===== src/rtl/des_pkg.sv =====
// Shared types and constants for the deserializer frame-alignment controller.
package des_pkg;

    typedef enum logic [2:0] {
        DES_IDLE   = 3'd0,
        DES_HUNT   = 3'd1,
        DES_SLIP   = 3'd2,
        DES_SETTLE = 3'd3,
        DES_VERIFY = 3'd4,
        DES_LOCKED = 3'd5
    } des_ctrl_state_t;

    localparam logic [7:0] SYNC_WORD_DEFAULT = 8'hBC;
    localparam int BUF_DEPTH = 2;
    localparam int IDX_W     = 8;
    localparam int GOOD_W    = 4;
    localparam int MISS_W    = 4;

    // Saturating increment shared by the good/miss header counters.
    function automatic logic [3:0] sat_inc4(input logic [3:0] v);
        return (v == 4'hF) ? v : v + 4'd1;
    endfunction

endpackage


===== src/rtl/des_frame_ctrl_if.sv =====
// Deserializer-side and downstream-stream signals of des_frame_ctrl.
interface des_frame_ctrl_if;
    logic [7:0] des_word;
    logic       des_word_valid;
    logic       des_enable;
    logic       des_reset;
    logic [7:0] word_out;
    logic       word_valid;
    logic       word_ready;

    modport master (
        input  des_word, des_word_valid, word_ready,
        output des_enable, des_reset, word_out, word_valid
    );

    modport slave (
        output des_word, des_word_valid, word_ready,
        input  des_enable, des_reset, word_out, word_valid
    );
endinterface


===== src/rtl/des_ctrl_buf.sv =====
// Two-entry payload FIFO with flush and a sticky drop flag.
module des_ctrl_buf
    import des_pkg::*;
(
    input  logic       clock_40,
    input  logic       reset,
    input  logic       flush,
    input  logic       push,
    input  logic [7:0] push_data,
    input  logic       pop_ready,
    output logic [7:0] head_data,
    output logic       not_empty,
    output logic       overflow
);

    logic [7:0] mem [BUF_DEPTH];
    logic       rd_ptr;
    logic       wr_ptr;
    logic [1:0] count;
    logic       full;
    logic       pop;
    logic       push_ok;

    assign not_empty = (count != 2'd0);
    assign full      = (count == 2'(BUF_DEPTH));
    assign pop       = not_empty && pop_ready;
    // A pop in the same cycle frees the slot, so a full buffer can still take the push.
    assign push_ok   = push && (!full || pop);
    assign head_data = not_empty ? mem[rd_ptr] : 8'h00;

    always_ff @(posedge clock_40) begin
        if (reset) begin
            mem[0]   <= 8'h00;
            mem[1]   <= 8'h00;
            rd_ptr   <= 1'b0;
            wr_ptr   <= 1'b0;
            count    <= 2'd0;
            overflow <= 1'b0;
        end else begin
            if (push && !push_ok) begin
                overflow <= 1'b1;
            end
            if (flush) begin
                rd_ptr <= 1'b0;
                wr_ptr <= 1'b0;
                count  <= 2'd0;
            end else begin
                if (push_ok) begin
                    mem[wr_ptr] <= push_data;
                    wr_ptr      <= ~wr_ptr;
                end
                if (pop) begin
                    rd_ptr <= ~rd_ptr;
                end
                count <= count + {1'b0, push_ok} - {1'b0, pop};
            end
        end
    end

endmodule


===== src/rtl/des_frame_ctrl.sv =====
// Frame-alignment controller: bit-slips the deserializer onto the sync header and streams payload.
// Optional DES_FRAME_CTRL_STATS_EN adds err_count, a saturating header-mismatch counter.
module des_frame_ctrl
    import des_pkg::*;
#(
    parameter logic [7:0] SYNC_WORD    = SYNC_WORD_DEFAULT,
    parameter int         FRAME_LEN    = 16,
    parameter int         LOCK_COUNT   = 4,
    parameter int         UNLOCK_COUNT = 3
) (
    input  logic              clock_40,
    input  logic              reset,
    input  logic              run,
    des_frame_ctrl_if.master  bus,
    output logic              locked,
    output logic [2:0]        slip_count,
    output logic              overflow
`ifdef DES_FRAME_CTRL_STATS_EN
    ,
    output logic [15:0]       err_count
`endif
);

    localparam logic [2:0] ST_IDLE   = DES_IDLE;
    localparam logic [2:0] ST_HUNT   = DES_HUNT;
    localparam logic [2:0] ST_SLIP   = DES_SLIP;
    localparam logic [2:0] ST_SETTLE = DES_SETTLE;
    localparam logic [2:0] ST_VERIFY = DES_VERIFY;
    localparam logic [2:0] ST_LOCKED = DES_LOCKED;

    localparam logic [IDX_W-1:0]  IDX_LAST    = IDX_W'(FRAME_LEN - 1);
    localparam logic [GOOD_W-1:0] GOOD_TARGET = GOOD_W'(LOCK_COUNT);
    localparam logic [MISS_W-1:0] MISS_TARGET = MISS_W'(UNLOCK_COUNT);

    logic [2:0]        state;
    logic [IDX_W-1:0]  word_idx;
    logic [IDX_W-1:0]  idx_next;
    logic [GOOD_W-1:0] good;
    logic [GOOD_W-1:0] good_inc;
    logic [MISS_W-1:0] miss;
    logic [MISS_W-1:0] miss_inc;
    logic              is_sync;
    logic              header_slot;
    logic              push;

    assign is_sync     = (bus.des_word == SYNC_WORD);
    assign header_slot = (word_idx == '0);
    assign idx_next    = (word_idx == IDX_LAST) ? '0 : word_idx + IDX_W'(1);
    assign good_inc    = sat_inc4(good);
    assign miss_inc    = sat_inc4(miss);
    assign push        = run && (state == ST_LOCKED) && bus.des_word_valid && !header_slot;

    assign bus.des_enable = (state != ST_IDLE) && (state != ST_SLIP);
    assign bus.des_reset  = (state == ST_IDLE);
    assign locked         = (state == ST_LOCKED);

    // Alignment state machine; a word in SETTLE may straddle the old boundary so it is dropped.
    always_ff @(posedge clock_40) begin
        if (reset) begin
            state      <= ST_IDLE;
            word_idx   <= '0;
            good       <= '0;
            miss       <= '0;
            slip_count <= 3'd0;
        end else if (!run) begin
            state    <= ST_IDLE;
            word_idx <= '0;
            good     <= '0;
            miss     <= '0;
        end else begin
            case (state)
                ST_IDLE: state <= ST_HUNT;
                ST_HUNT: begin
                    if (bus.des_word_valid) begin
                        if (is_sync) begin
                            word_idx <= IDX_W'(1);
                            good     <= GOOD_W'(1);
                            miss     <= '0;
                            state    <= (LOCK_COUNT == 1) ? ST_LOCKED : ST_VERIFY;
                        end else begin
                            state <= ST_SLIP;
                        end
                    end
                end
                ST_SLIP: begin
                    slip_count <= slip_count + 3'd1;
                    state      <= ST_SETTLE;
                end
                ST_SETTLE: begin
                    if (bus.des_word_valid) begin
                        state <= ST_HUNT;
                    end
                end
                ST_VERIFY: begin
                    if (bus.des_word_valid) begin
                        word_idx <= idx_next;
                        if (header_slot) begin
                            if (is_sync) begin
                                good <= good_inc;
                                if (good_inc == GOOD_TARGET) begin
                                    miss  <= '0;
                                    state <= ST_LOCKED;
                                end
                            end else begin
                                state <= ST_SLIP;
                            end
                        end
                    end
                end
                ST_LOCKED: begin
                    if (bus.des_word_valid) begin
                        word_idx <= idx_next;
                        if (header_slot) begin
                            if (is_sync) begin
                                miss <= '0;
                            end else begin
                                miss <= miss_inc;
                                if (miss_inc == MISS_TARGET) begin
                                    state <= ST_HUNT;
                                end
                            end
                        end
                    end
                end
                default: state <= ST_IDLE;
            endcase
        end
    end

    des_ctrl_buf u_buf (
        .clock_40  (clock_40),
        .reset     (reset),
        .flush     (!run),
        .push      (push),
        .push_data (bus.des_word),
        .pop_ready (bus.word_ready),
        .head_data (bus.word_out),
        .not_empty (bus.word_valid),
        .overflow  (overflow)
    );

`ifdef DES_FRAME_CTRL_STATS_EN
    logic hdr_err;

    assign hdr_err = run && bus.des_word_valid && header_slot && !is_sync &&
                     ((state == ST_VERIFY) || (state == ST_LOCKED));

    // Survives run=0 on purpose so errors from earlier sessions stay visible.
    always_ff @(posedge clock_40) begin
        if (reset) begin
            err_count <= 16'h0000;
        end else if (hdr_err && (err_count != 16'hFFFF)) begin
            err_count <= err_count + 16'h0001;
        end
    end
`endif

endmodule


===== src/flat_wrapper.sv =====
// flat-port wrapper written by rule: the top's interface ports become plain ports
module des_frame_ctrl_flat import des_pkg::*;
#(
    parameter logic [7:0] SYNC_WORD    = SYNC_WORD_DEFAULT,
    parameter int         FRAME_LEN    = 16,
    parameter int         LOCK_COUNT   = 4,
    parameter int         UNLOCK_COUNT = 3
)
  (clock_40, reset, run, locked, slip_count, overflow, bus_des_word, bus_des_word_valid, bus_word_ready, bus_des_enable, bus_des_reset, bus_word_out, bus_word_valid);
  des_frame_ctrl_if bus_i ();
  input  logic clock_40;
  input  logic reset;
  input  logic run;
  output logic locked;
  output logic [2:0] slip_count;
  output logic overflow;
  input wire logic [$bits(bus_i.des_word)-1:0] bus_des_word;
  input wire logic [$bits(bus_i.des_word_valid)-1:0] bus_des_word_valid;
  input wire logic [$bits(bus_i.word_ready)-1:0] bus_word_ready;
  output wire logic [$bits(bus_i.des_enable)-1:0] bus_des_enable;
  output wire logic [$bits(bus_i.des_reset)-1:0] bus_des_reset;
  output wire logic [$bits(bus_i.word_out)-1:0] bus_word_out;
  output wire logic [$bits(bus_i.word_valid)-1:0] bus_word_valid;
  assign bus_i.des_word = bus_des_word;
  assign bus_i.des_word_valid = bus_des_word_valid;
  assign bus_i.word_ready = bus_word_ready;
  assign bus_des_enable = bus_i.des_enable;
  assign bus_des_reset = bus_i.des_reset;
  assign bus_word_out = bus_i.word_out;
  assign bus_word_valid = bus_i.word_valid;
  des_frame_ctrl #(.SYNC_WORD(SYNC_WORD), .FRAME_LEN(FRAME_LEN), .LOCK_COUNT(LOCK_COUNT), .UNLOCK_COUNT(UNLOCK_COUNT)) u_core (.clock_40(clock_40), .reset(reset), .run(run), .bus(bus_i), .locked(locked), .slip_count(slip_count), .overflow(overflow));
endmodule

===== config.mk =====
export PLATFORM = sky130hd
export DESIGN_NAME = des_frame_ctrl_flat
export DESIGN_NICKNAME = d
export VERILOG_FILES = /design/src/rtl/des_pkg.sv /design/src/rtl/des_frame_ctrl_if.sv /design/src/rtl/des_ctrl_buf.sv /design/src/rtl/des_frame_ctrl.sv /design/src/flat_wrapper.sv
export SDC_FILE = /design/constraint.sdc
export NUM_CORES = 1
export LEC_CHECK = 0
export CAP_MARGIN = 20
export CELL_PAD_IN_SITES_DETAIL_PLACEMENT = 1
export CELL_PAD_IN_SITES_GLOBAL_PLACEMENT = 2
export CORE_MARGIN = 2
export CORE_UTILIZATION = 35
export CTS_BUF_LIST = sky130_fd_sc_hd__clkbuf_16
export CTS_CLUSTER_DIAMETER = 50
export DETAILED_ROUTE_END_ITERATION = 8
export PLACE_DENSITY = 0.82
export SLEW_MARGIN = 20
export SYNTH_ARGS = -nofsm -noshare
export SYNTH_HDL_FRONTEND = slang
export SYNTH_HIERARCHICAL = 1
export SYNTH_SLANG_ARGS = --single-unit

===== constraint.sdc =====
create_clock -name clock_40 -period 2.54 [get_ports clock_40]
set_input_delay 0.635 -clock clock_40 [delete_from_list [all_inputs] [get_ports clock_40]]
set_output_delay 0.635 -clock clock_40 [all_outputs]
set_load 0.01 [all_outputs]

==> impl_metrics.ini, run 1 <==
[outcome]
status = complete, no violations

[timing]
fmax_mhz = 422.2
maxSlewViolCount = 0
timing.slew.headroom_pct = 69.43
post-route-period-util_pct = 93.25
rsz0062_at_grt = false
finalWorstSetupSlack_ps = 171.4
hold_slack_ps = 501.7
fin_worst_skew_ps = 4.079
tightest_slew_ps = 457.9
report.final.hold_viol_count = 0
min_period_ps = 2369
setup_violations = 0

[power]
netSwitchingPower_w = 0.0003227
peakVddDrop_mv = 0.3383
seq_power_share_pct = 47.3
p_int_w = 0.001249
power_density_nw_per_um2 = 498.8
p_total_w = 0.001572
p_clk_share_pct = 46.7
comb_power_share_pct = 6.1
p_sw_share_pct = 20.53
p_leak_nw = 1.163

[synthesis]
netlist_top_cells_count = nor2_1 (30), dfxtp_1 (28), and2_1 (20)
ys.warnings.count = 6
synth.largest_area_cell = dfxtp_1
synth-async-reset-ratio_pct = 0
avgSynthCellArea_sq_um = 9.467
synth_seq_cells = 44
syn_nets = 276
ys.flop_type = dfxtp_1
yosysMostFrequentCell = nor2_1
mappedNetlistArea_sq_um = 2424
yosysTopAreaCellShare_pct = 23.13
synth_area_leaders = dfxtp_1 (23%), edfxtp_1 (20%), and2_1 (5.2%)
synth_edf_count = 16
syn_inst = 256
yosysSeqAreaShare_pct = 42.95
ys_types = 56

[floorplan]
core-area_sq_um = 6756
dieArea_sq_um = 7606
die_h_um = 87.22
start_util_pct = 35.87
rows = 30
num_io_pins = 29
dieWidth_um = 87.22

[clock_network]
ctsHoldBuffers = 0
clockBufferDepth = 2
insertion_delay_ps = 290
postCtsSetupBuffers = 0
cts.clk_slew.worst_paths_ps = 60
numCtsBuffers = 5
root_buffer = clkbuf_16
cts_tree = done
cts.sinks = 44
h-tree-depth = 2
cts_resized = 0

[grt]
grt_max_degree = 15
grt_pass1_vias = 2096
grt_pass1_wl_mm = 10.14
grt_usage_pct = 16.87
antenna_found_initial = 0
grt-ovfl-total = 0

[worst_setup_path]
r2r_slack_ps = 320
critPathLaunch = bus_des_word_valid
crit_fanout = 2
required_ps = 2720
criticalPathCategory = primary input to register
reg2reg_from = u_core/state[2]
cp-end-kind = register
worstSetupStartpointType = primary input
cp.arrival_ps = 2550
crit_path_end = u_core/u_buf/count[1]
r2r_cells = 10
rr_endpoint = u_core/u_buf/count[1]

[routing]
dr_wl_met2_mm = 2.809
wl_mm = 5.804
top_layer = met4
drt_iter0_drc = 47
final_antenna_net_count = 0
wl_met3_um = 144
drc = 0
viasPerCell = 5.212
dr.pass1.iters = 4
num_vias = 2017
wl_met1_mm = 2.776
wire_per_inst_um = 15.00

[job]
cap_violations = 0

[cells_and_area]
drive_gt1_share_pct = 14.66
regArea_sq_um = 1041
fillCellCount = 773
post-route-cell-area_sq_um = 3152
n_antenna_cell = 0
multi_input_area_sq_um = 1304
area_growth_syn_to_layout_pct = 30.05
fin_cells = 387
nNetsFinal = 326

[placed_design]
dp.cells = 379
gp_congestion = 0.7224
io_buffer_count = 28
dpl.hpwl_mm = 4.362
placed_area_sq_um = 2984
place_ws_ps = -104.6

[min_path]
hold_path_startpoint = u_core/miss[0]
hold_path.class = register to register
## flip-flops by register name, summed over array words and instances (netlist names), named ones only
register,flops
u_core/good,4
u_core/miss,4
u_core/slip_count,3
u_core/state,3
u_core/u_buf/count,2
u_core/u_buf/mem,16
u_core/u_buf/overflow,1
u_core/u_buf/rd_ptr,1
u_core/u_buf/wr_ptr,1
u_core/word_idx,8
## per-layer routing
layer  GRT usage (%)  vias up
met5               0        -
met4           5.035        0
met3           3.507        6
met2           28.31       21
met1           21.85      969
li1                -     1021
## cell usage in the layout, fill, tap and decap left out, types with 6 or more instances in the layout
master	instances
a21oi_1	7
and2_1	20
buf_4	21
clkdlybuf4s50_1	28
dfxtp_1	28
edfxtp_1	16
ha_1	7
inv_1	11
mux2i_1	9
nand2_1	17
nand3_1	9
nor2_1	30
nor2b_1	6
nor3_1	8
o21ai_0	6
xnor2_1	8
## through the flow
| stage | utilization, % | setup TNS (ps) |
|---|---|---|
| 2_1_floorplan | - | 0 |
| 3_3_place_gp | 44.17 | -61.22 |
| 3_5_place_dp | 44.17 | -141.0 |
| 4_1_cts | 46.65 | 0 |
| 5_1_grt | 46.65 | 0 |
| 6_report | 46.65 | 0 |
## power groups by stage
stage	Combinational, W	Sequential, W	Clock (W)
after floorplan	0.0000362	0.000757	0
after global placement	0.0000953	0.000758	0
after detailed placement	0.0000956	0.000759	0
after CTS	0.0000963	0.000743	0.000755
after global routing	0.000105	0.000743	0.000785
final	0.0000953	0.000743	0.000734
## worst min-delay path by stage
stage               cells past startpoint  slack, ps                     to
finish                                  1        500         u_core/miss[0]
global route                            2        530     u_core/word_idx[1]
CTS                                     2        500     u_core/word_idx[1]
detailed placement                      2        490     u_core/word_idx[1]
global placement                        2        470  u_core/u_buf/overflow
floorplan                               1        460         u_core/miss[0]
## cell families after synthesis
family | count (synthesis) | synth area share (%)
mux | 9 | 3.717
fa+ha+maj | 7 | 3.614
xor+xnor | 10 | 3.614
flops | 44 | 42.95
buf+inv | 20 | 3.252
compound gates | 46 | 14.56
simple gates | 120 | 28.29
## worst max-delay path, stage by stage
cell and delay [ps]:
clkdlybuf4s50_1 480, nand2_1 60, a311oi_1 320, nand2b_1 150, ha_1 290, inv_1 40
ha_1 170, xnor2_1 140, xnor2_1 120, and2_1 150
## final cells by class
type	count	area share, %
Inverter	11	1.310
Clock inverter	3	1.350
Clock buffer	5	3.970
Multi-Input combinational cell	192	41.37
Sequential cell	44	33.03
Tap cell	80	3.176
Timing Repair Buffer	52	15.80
Note: power is estimated with default switching activity, not from simulation.
==> inputs of run 2 (changes only) <==
Settings changed: ABC_AREA set to 1, CORE_UTILIZATION 35 to 32, PLACE_DENSITY 0.82 to 0.81.
==> run 2 against run 1 <==
Critical path depth up 1. Synthesized cell count up 36%. Highest routed layer unchanged. Sequential cell count unchanged. Maximum frequency down 0.24%. Total power up 3.7%. Die area up 14%. Routed wire length up 2.8%. Clock power down 4.0%. Design area up 1.4%. Utilization down 5.3 points. Synthesized area up 4.8%.
==> impl_metrics.ini, run 2 <==
[synthesis]
synthMuxAreaShare_pct = 0
yosysMostFrequentCell = nand2_1
synth-compound-area-share_pct = 9.458
avgSynthCellArea_sq_um = 7.299
syn_nets = 368
synth_xor_area_share_pct = 1.379
yosysTopAreaCellShare_pct = 22.07
synth-async-reset-ratio_pct = 0
syn_inst = 348
synth-adder-area-share_pct = 3.448
synth.largest_area_cell = dfxtp_1
ys.warnings.count = 6
synth_area_leaders = dfxtp_1 (22%), edfxtp_1 (19%), nand2_1 (11%)
yosysSeqAreaShare_pct = 40.99
synthSimpleGateAreaFrac_pct = 35.62
synth_top_family_by_area = simple AND/OR/NAND/NOR gates
netlist_top_cells_count = nand2_1 (74), nor2_1 (64), inv_1 (49)
synth_seq_cells = 44
ys_types = 33
ys.flop_type = dfxtp_1
mappedNetlistArea_sq_um = 2540
synth_edf_count = 16

[clock_network]
numCtsBuffers = 5
cts_resized = 0
cts.clk_slew.worst_paths_ps = 60
postCtsSetupBuffers = 0
root_buffer = clkbuf_16
h-tree-depth = 2
cts.sinks = 44
ctsHoldBuffers = 0
insertion_delay_ps = 280
cts_tree = done
clockBufferDepth = 2

[routing]
final_antenna_net_count = 0
wl_mm = 5.968
wire_per_inst_um = 12.01
viasPerCell = 4.581
dr.pass1.iters = 4
num_vias = 2277
drt_iter0_drc = 61
drc = 0

[timing]
tightest_slew_ps = 436.1
maxSlewViolCount = 0
rsz0062_at_grt = false
fmax_mhz = 421.2
fin_tns_setup_ps = 0
report.final.hold_viol_count = 0
post-route-period-util_pct = 93.48
timing.slew.headroom_pct = 70.66
fin_worst_skew_ps = 5.693
setup_violations = 0
min_period_ps = 2374

[worst_setup_path]
cp.arrival_ps = 2550
rr_endpoint = u_core/u_buf/count[1]
worstSetupStartpointType = primary input
criticalPathCategory = primary input to register
r2r_cells = 13
required_ps = 2710
crit_path_end = u_core/u_buf/count[1]
r2r_slack_ps = 230
reg2reg_from = u_core/state[1]
cp-end-kind = register
critPathLaunch = bus_des_word_valid
crit_fanout = 2

[grt]
grt_pass1_wl_mm = 10.48
grtUsageMet2_pct = 27.78
grt-ovfl-total = 0
grt_pass1_vias = 2338
grt_max_degree = 14
antenna_found_initial = 0
grt.busiest_layer = met2
gr-usage-met1_pct = 17.82
grt_usage_pct = 14.87
gr-usage-met3_pct = 2.659

[floorplan]
dieArea_sq_um = 8666
die_h_um = 93.09
core-area_sq_um = 7727
rows = 32
start_util_pct = 32.87
dieWidth_um = 93.09
num_io_pins = 29

[outcome]
status = complete, no violations

[power]
power_density_nw_per_um2 = 510.0
p_leak_nw = 1.337
peakVddDrop_mv = 0.2682

[placed_design]
io_buffer_count = 28
placed_area_sq_um = 3032
dpl.hpwl_mm = 4.878
gp_congestion = 0.7363
dp.cells = 489

[cells_and_area]
fin_cells = 497
fillCellCount = 982
final_common_cell = nand2_1
n_antenna_cell = 0
area_growth_syn_to_layout_pct = 25.81
regArea_sq_um = 1041
max_flop_register = u_core/u_buf/mem
largest_reg_flops = 16
drive_gt1_share_pct = 13.92
layout_common_cells = nand2_1 (74), nor2_1 (64), inv_1 (50), clkdlybuf4s50_1 (28), dfxtp_1 (28)
post-route-cell-area_sq_um = 3196
reg_top3 = u_core/u_buf/mem: 16 flops, u_core/word_idx: 8 flops
nNetsFinal = 414
multi_input_area_sq_um = 1267

[job]
cap_violations = 0

[min_path]
hold_path.class = register to register
==> run 2: cell count changes in the layout (fill, tap and decap cells not counted), moves of 9 or more <==
cell     delta
mux2i_1     -9
inv_1      +39
nor2_1     +34
and2_1     -20
a21oi_1    +19
nand2_1    +57
==> run 2: worst min path at each step <==
stage,start,end,slack (ps),cells past startpoint
floorplan,u_core/u_buf/rd_ptr,register,470,2
detailed placement,u_core/slip_count[2],u_core/slip_count[2],450,1
global route,u_core/u_buf/overflow,u_core/u_buf/overflow,470,2
CTS,u_core/u_buf/overflow,u_core/u_buf/overflow,450,2
global placement,u_core/slip_count[2],u_core/slip_count[2],440,1
finish,u_core/u_buf/overflow,u_core/u_buf/overflow,450,2
==> run 2: power by group <==
part | internal [W] | switching [W]
Sequential | 0.000745 | 0.0000112
Clock | 0.000457 | 0.000247
Combinational | 0.0000702 | 0.0000988
==> run 2: routing by layer <==
layer	vias up	share of wire (%)
met5	-	0
met4	0	0.57
met3	2	1.8
met2	14	54
met1	1064	43
li1	1197	-
==> run 2: logic make-up after synthesis <==
family                   Yosys count
XOR/XNOR                           4
AO/OA/AOI/OAI                     44
flip-flops                        44
buffers and inverters             59
adder cells (fa/ha/maj)            7
AND/OR/NAND/NOR                  190
==> run 2: worst max-delay path, cell delays in order <==
cell	delay (ps)
clkdlybuf4s50_1	490
inv_1	60
nor4_1	420
nand2_1	130
ha_1	290
inv_1	40
ha_1	180
inv_1	50
nand2_1	60
a21oi_1	120
nor2_1	60
==> run 2: cell type report <==
| class | instances | area share [%] |
|---|---|---|
| Multi-Input combinational cell | 245 | 39.66 |
| Sequential cell | 44 | 32.58 |
| Timing Repair Buffer | 42 | 12.06 |
| Inverter | 56 | 6.578 |
| Tap cell | 102 | 3.994 |
| Clock buffer | 5 | 3.915 |
| Clock inverter | 3 | 1.214 |
==> run 2: per-stage QoR <==
stage	hold WS, ps	utilization, %	setup WS, ps	power, W
CTS	454.4	41.35	166.4	0.001655
detailed placement	445.1	39.23	-131.1	0.0009430
floorplan	466.9	-	228.3	0.0008720
global route	465.4	41.35	14.62	0.001708
finish	447.9	41.35	165.6	0.001630
global placement	436.4	39.23	-56.00	0.0009383
==> inputs of run 3 (changes only) <==
Settings changed: CORE_ASPECT_RATIO set to 0.5.
==> run 3 against run 2 <==
Die area rose by 0.50%. Maximum frequency rose by 3.2%. Global-route usage rose by 1.0 points. Setup slack improved by 74 ps. Register-to-register slack improved by 70 ps. Sequential share of layout area fell by 0.17 points. Combinational power barely moved. Critical path depth did not move. Non-clock buffer count fell by 3. Largest cell class unchanged. Largest power group is now clock.
==> impl_metrics.ini, run 3 (synthesis gave the netlist of run 2 again) <==
[outcome]
status = complete, no violations

[worst_setup_path]
cp.arrival_ps = 2480
crit_path_cell_trace = clkdlybuf4s50_1, inv_1, nor4_2, nand2_1, ha_1, inv_1, ha_1, inv_1, nand2_1, a21oi_1, nor2_1
critPathTopFamily = buffers and inverters
crit_path_end = u_core/u_buf/count[1]
r2r_cells = 13
worstSetupStartpointType = primary input
crit_fanout = 2
rr_endpoint = u_core/u_buf/count[1]
crit_slowest_cell = clkdlybuf4s50_1
cp-end-kind = register
r2r_slack_ps = 300
required_ps = 2720
path_buf_inv = 4
criticalPathCategory = primary input to register
cpPeakStageDelay_ps = 490
crit_top_cell = inv_1
cp.depth = 11
critPathLaunch = run
reg2reg_from = u_core/state[1]

[power]
p_clk_share_pct = 47.1
p_int_w = 0.001373
netSwitchingPower_w = 0.0003725
p_sw_share_pct = 21.35
power_density_nw_per_um2 = 543.3
seq_power_share_pct = 43.3
p_leak_nw = 1.338
comb_power_share_pct = 9.6
peakVddDrop_mv = 0.2675

[clock_network]
numCtsBuffers = 5
insertion_delay_ps = 280
cts.clk_slew.worst_paths_ps = 60
h-tree-depth = 2
root_buffer = clkbuf_16
clockBufferDepth = 2
cts_tree = done
cts.sinks = 44
postCtsSetupBuffers = 0

[placed_design]
io_buffer_count = 28
dpl.hpwl_mm = 4.908
dp.cells = 492
gp_congestion = 0.7863

[timing]
tightest_slew_ps = 445.0
fmax_mhz = 434.8
maxSlewViolCount = 0
rsz0062_at_grt = false
post-route-period-util_pct = 90.55
setup_violations = 0
report.final.hold_viol_count = 0
timing.slew.headroom_pct = 70.22
hold_slack_ps = 453.7
min_period_ps = 2300
fin_worst_skew_ps = 4.557

[routing]
viasPerCell = 4.598
wl_mm = 6.147
final_antenna_net_count = 0
wire_per_inst_um = 12.29
dr.pass1.iters = 4
drt_iter0_drc = 98
num_vias = 2299
drc = 0

[job]
cap_violations = 0

[grt]
grt_pass1_vias = 2421
grt_pass1_wl_mm = 10.81
grt-ovfl-total = 0
antenna_found_initial = 0
grt_usage_pct = 15.91
grt_max_degree = 15

[floorplan]
rows = 22
dieArea_sq_um = 8709
start_util_pct = 33.80
core-area_sq_um = 7515
num_io_pins = 29
die_h_um = 67.00
dieWidth_um = 130.0

[min_path]
hold_path.class = register to register

[cells_and_area]
nNetsFinal = 411
drive_gt1_share_pct = 13.52
largest_reg_flops = 16
fin_cells = 500
layout_common_cells = nand2_1 (74), nor2_1 (64), inv_1 (50), clkdlybuf4s50_1 (28), dfxtp_1 (28)
final_common_cell = nand2_1
area_growth_syn_to_layout_pct = 26.45
max_flop_register = u_core/u_buf/mem
reg_top3 = u_core/u_buf/mem: 16 flops, u_core/word_idx: 8 flops
n_antenna_cell = 0
-- run 3: layout make-up --
type	count	area, sq um
Inverter	56	210.2
Clock buffer	5	125.1
Multi-Input combinational cell	245	1274
Tap cell	108	135.1
Clock inverter	3	63.81
Timing Repair Buffer	39	362.8
Fill cell	947	4303
Sequential cell	44	1041
-- run 3: routing by layer --
| metal | GRT usage [%] | share of wire, % | up-vias |
|---|---|---|---|
| li1 | - | - | 1192 |
| met1 | 19.12 | 48 | 1085 |
| met2 | 28.93 | 49 | 18 |
| met3 | 4.418 | 2.7 | 4 |
| met4 | 2.823 | 0.50 | 0 |
| met5 | 0 | 0 | - |
-- run 3: what timing repair did --
item / in CTS / in global routing
hold buffers: 0 / 0
hold endpoints to repair: 0 / 0
resized for setup: 0 / 1
setup endpoints to repair: 0 / 1
-- run 3: worst reg2reg max path, cell delays in order (launching register included) --
cell and delay [ps]:
dfxtp_1 350, inv_2 130, nand2_2 120, nor2_4 160, inv_1 130, nor4_2 310
nand2_1 120, ha_1 290, inv_1 40, ha_1 180, inv_1 60, nand2_1 60
a21oi_1 120, nor2_1 60
-- run 3: worst min path at each step --
stage / start / cells after the start / end / slack (ps)
after floorplan: u_core/u_buf/rd_ptr / 2 / register / 470
after global placement: u_core/u_buf/overflow / 2 / u_core/u_buf/overflow / 440
after detailed placement: u_core/u_buf/overflow / 2 / u_core/u_buf/overflow / 450
after CTS: u_core/u_buf/overflow / 2 / u_core/u_buf/overflow / 460
after global routing: u_core/u_buf/overflow / 2 / u_core/u_buf/overflow / 500
final: u_core/u_buf/overflow / 2 / u_core/u_buf/overflow / 450
-- run 3: power by group through the flow --
stage                     Combinational (W)  Clock [W]  Sequential (W)
after detailed placement           0.000167          0        0.000771
after floorplan                    0.000104          0        0.000768
final                              0.000167   0.000823        0.000755
after global placement             0.000162          0        0.000771
after global routing               0.000188   0.000878        0.000757
after CTS                          0.000168   0.000846        0.000756
-- run 3: stage by stage --
| stage | utilization, % | area, sq um | total power [W] | setup slack [ps] | TNS, ps |
|---|---|---|---|---|---|
| 4_1_cts | 42.66 | 3206 | 0.001770 | 141.0 | 0 |
| 2_1_floorplan | - | 2540 | 0.0008720 | 228.3 | 0 |
| 6_report | 42.74 | 3212 | 0.001745 | 240.0 | 0 |
| 3_5_place_dp | 40.14 | 3017 | 0.0009381 | -157.3 | -171.2 |
| 5_1_grt | 42.74 | 3212 | 0.001824 | 65.36 | 0 |
| 3_3_place_gp | 40.14 | 3017 | 0.0009326 | -20.27 | -20.27 |
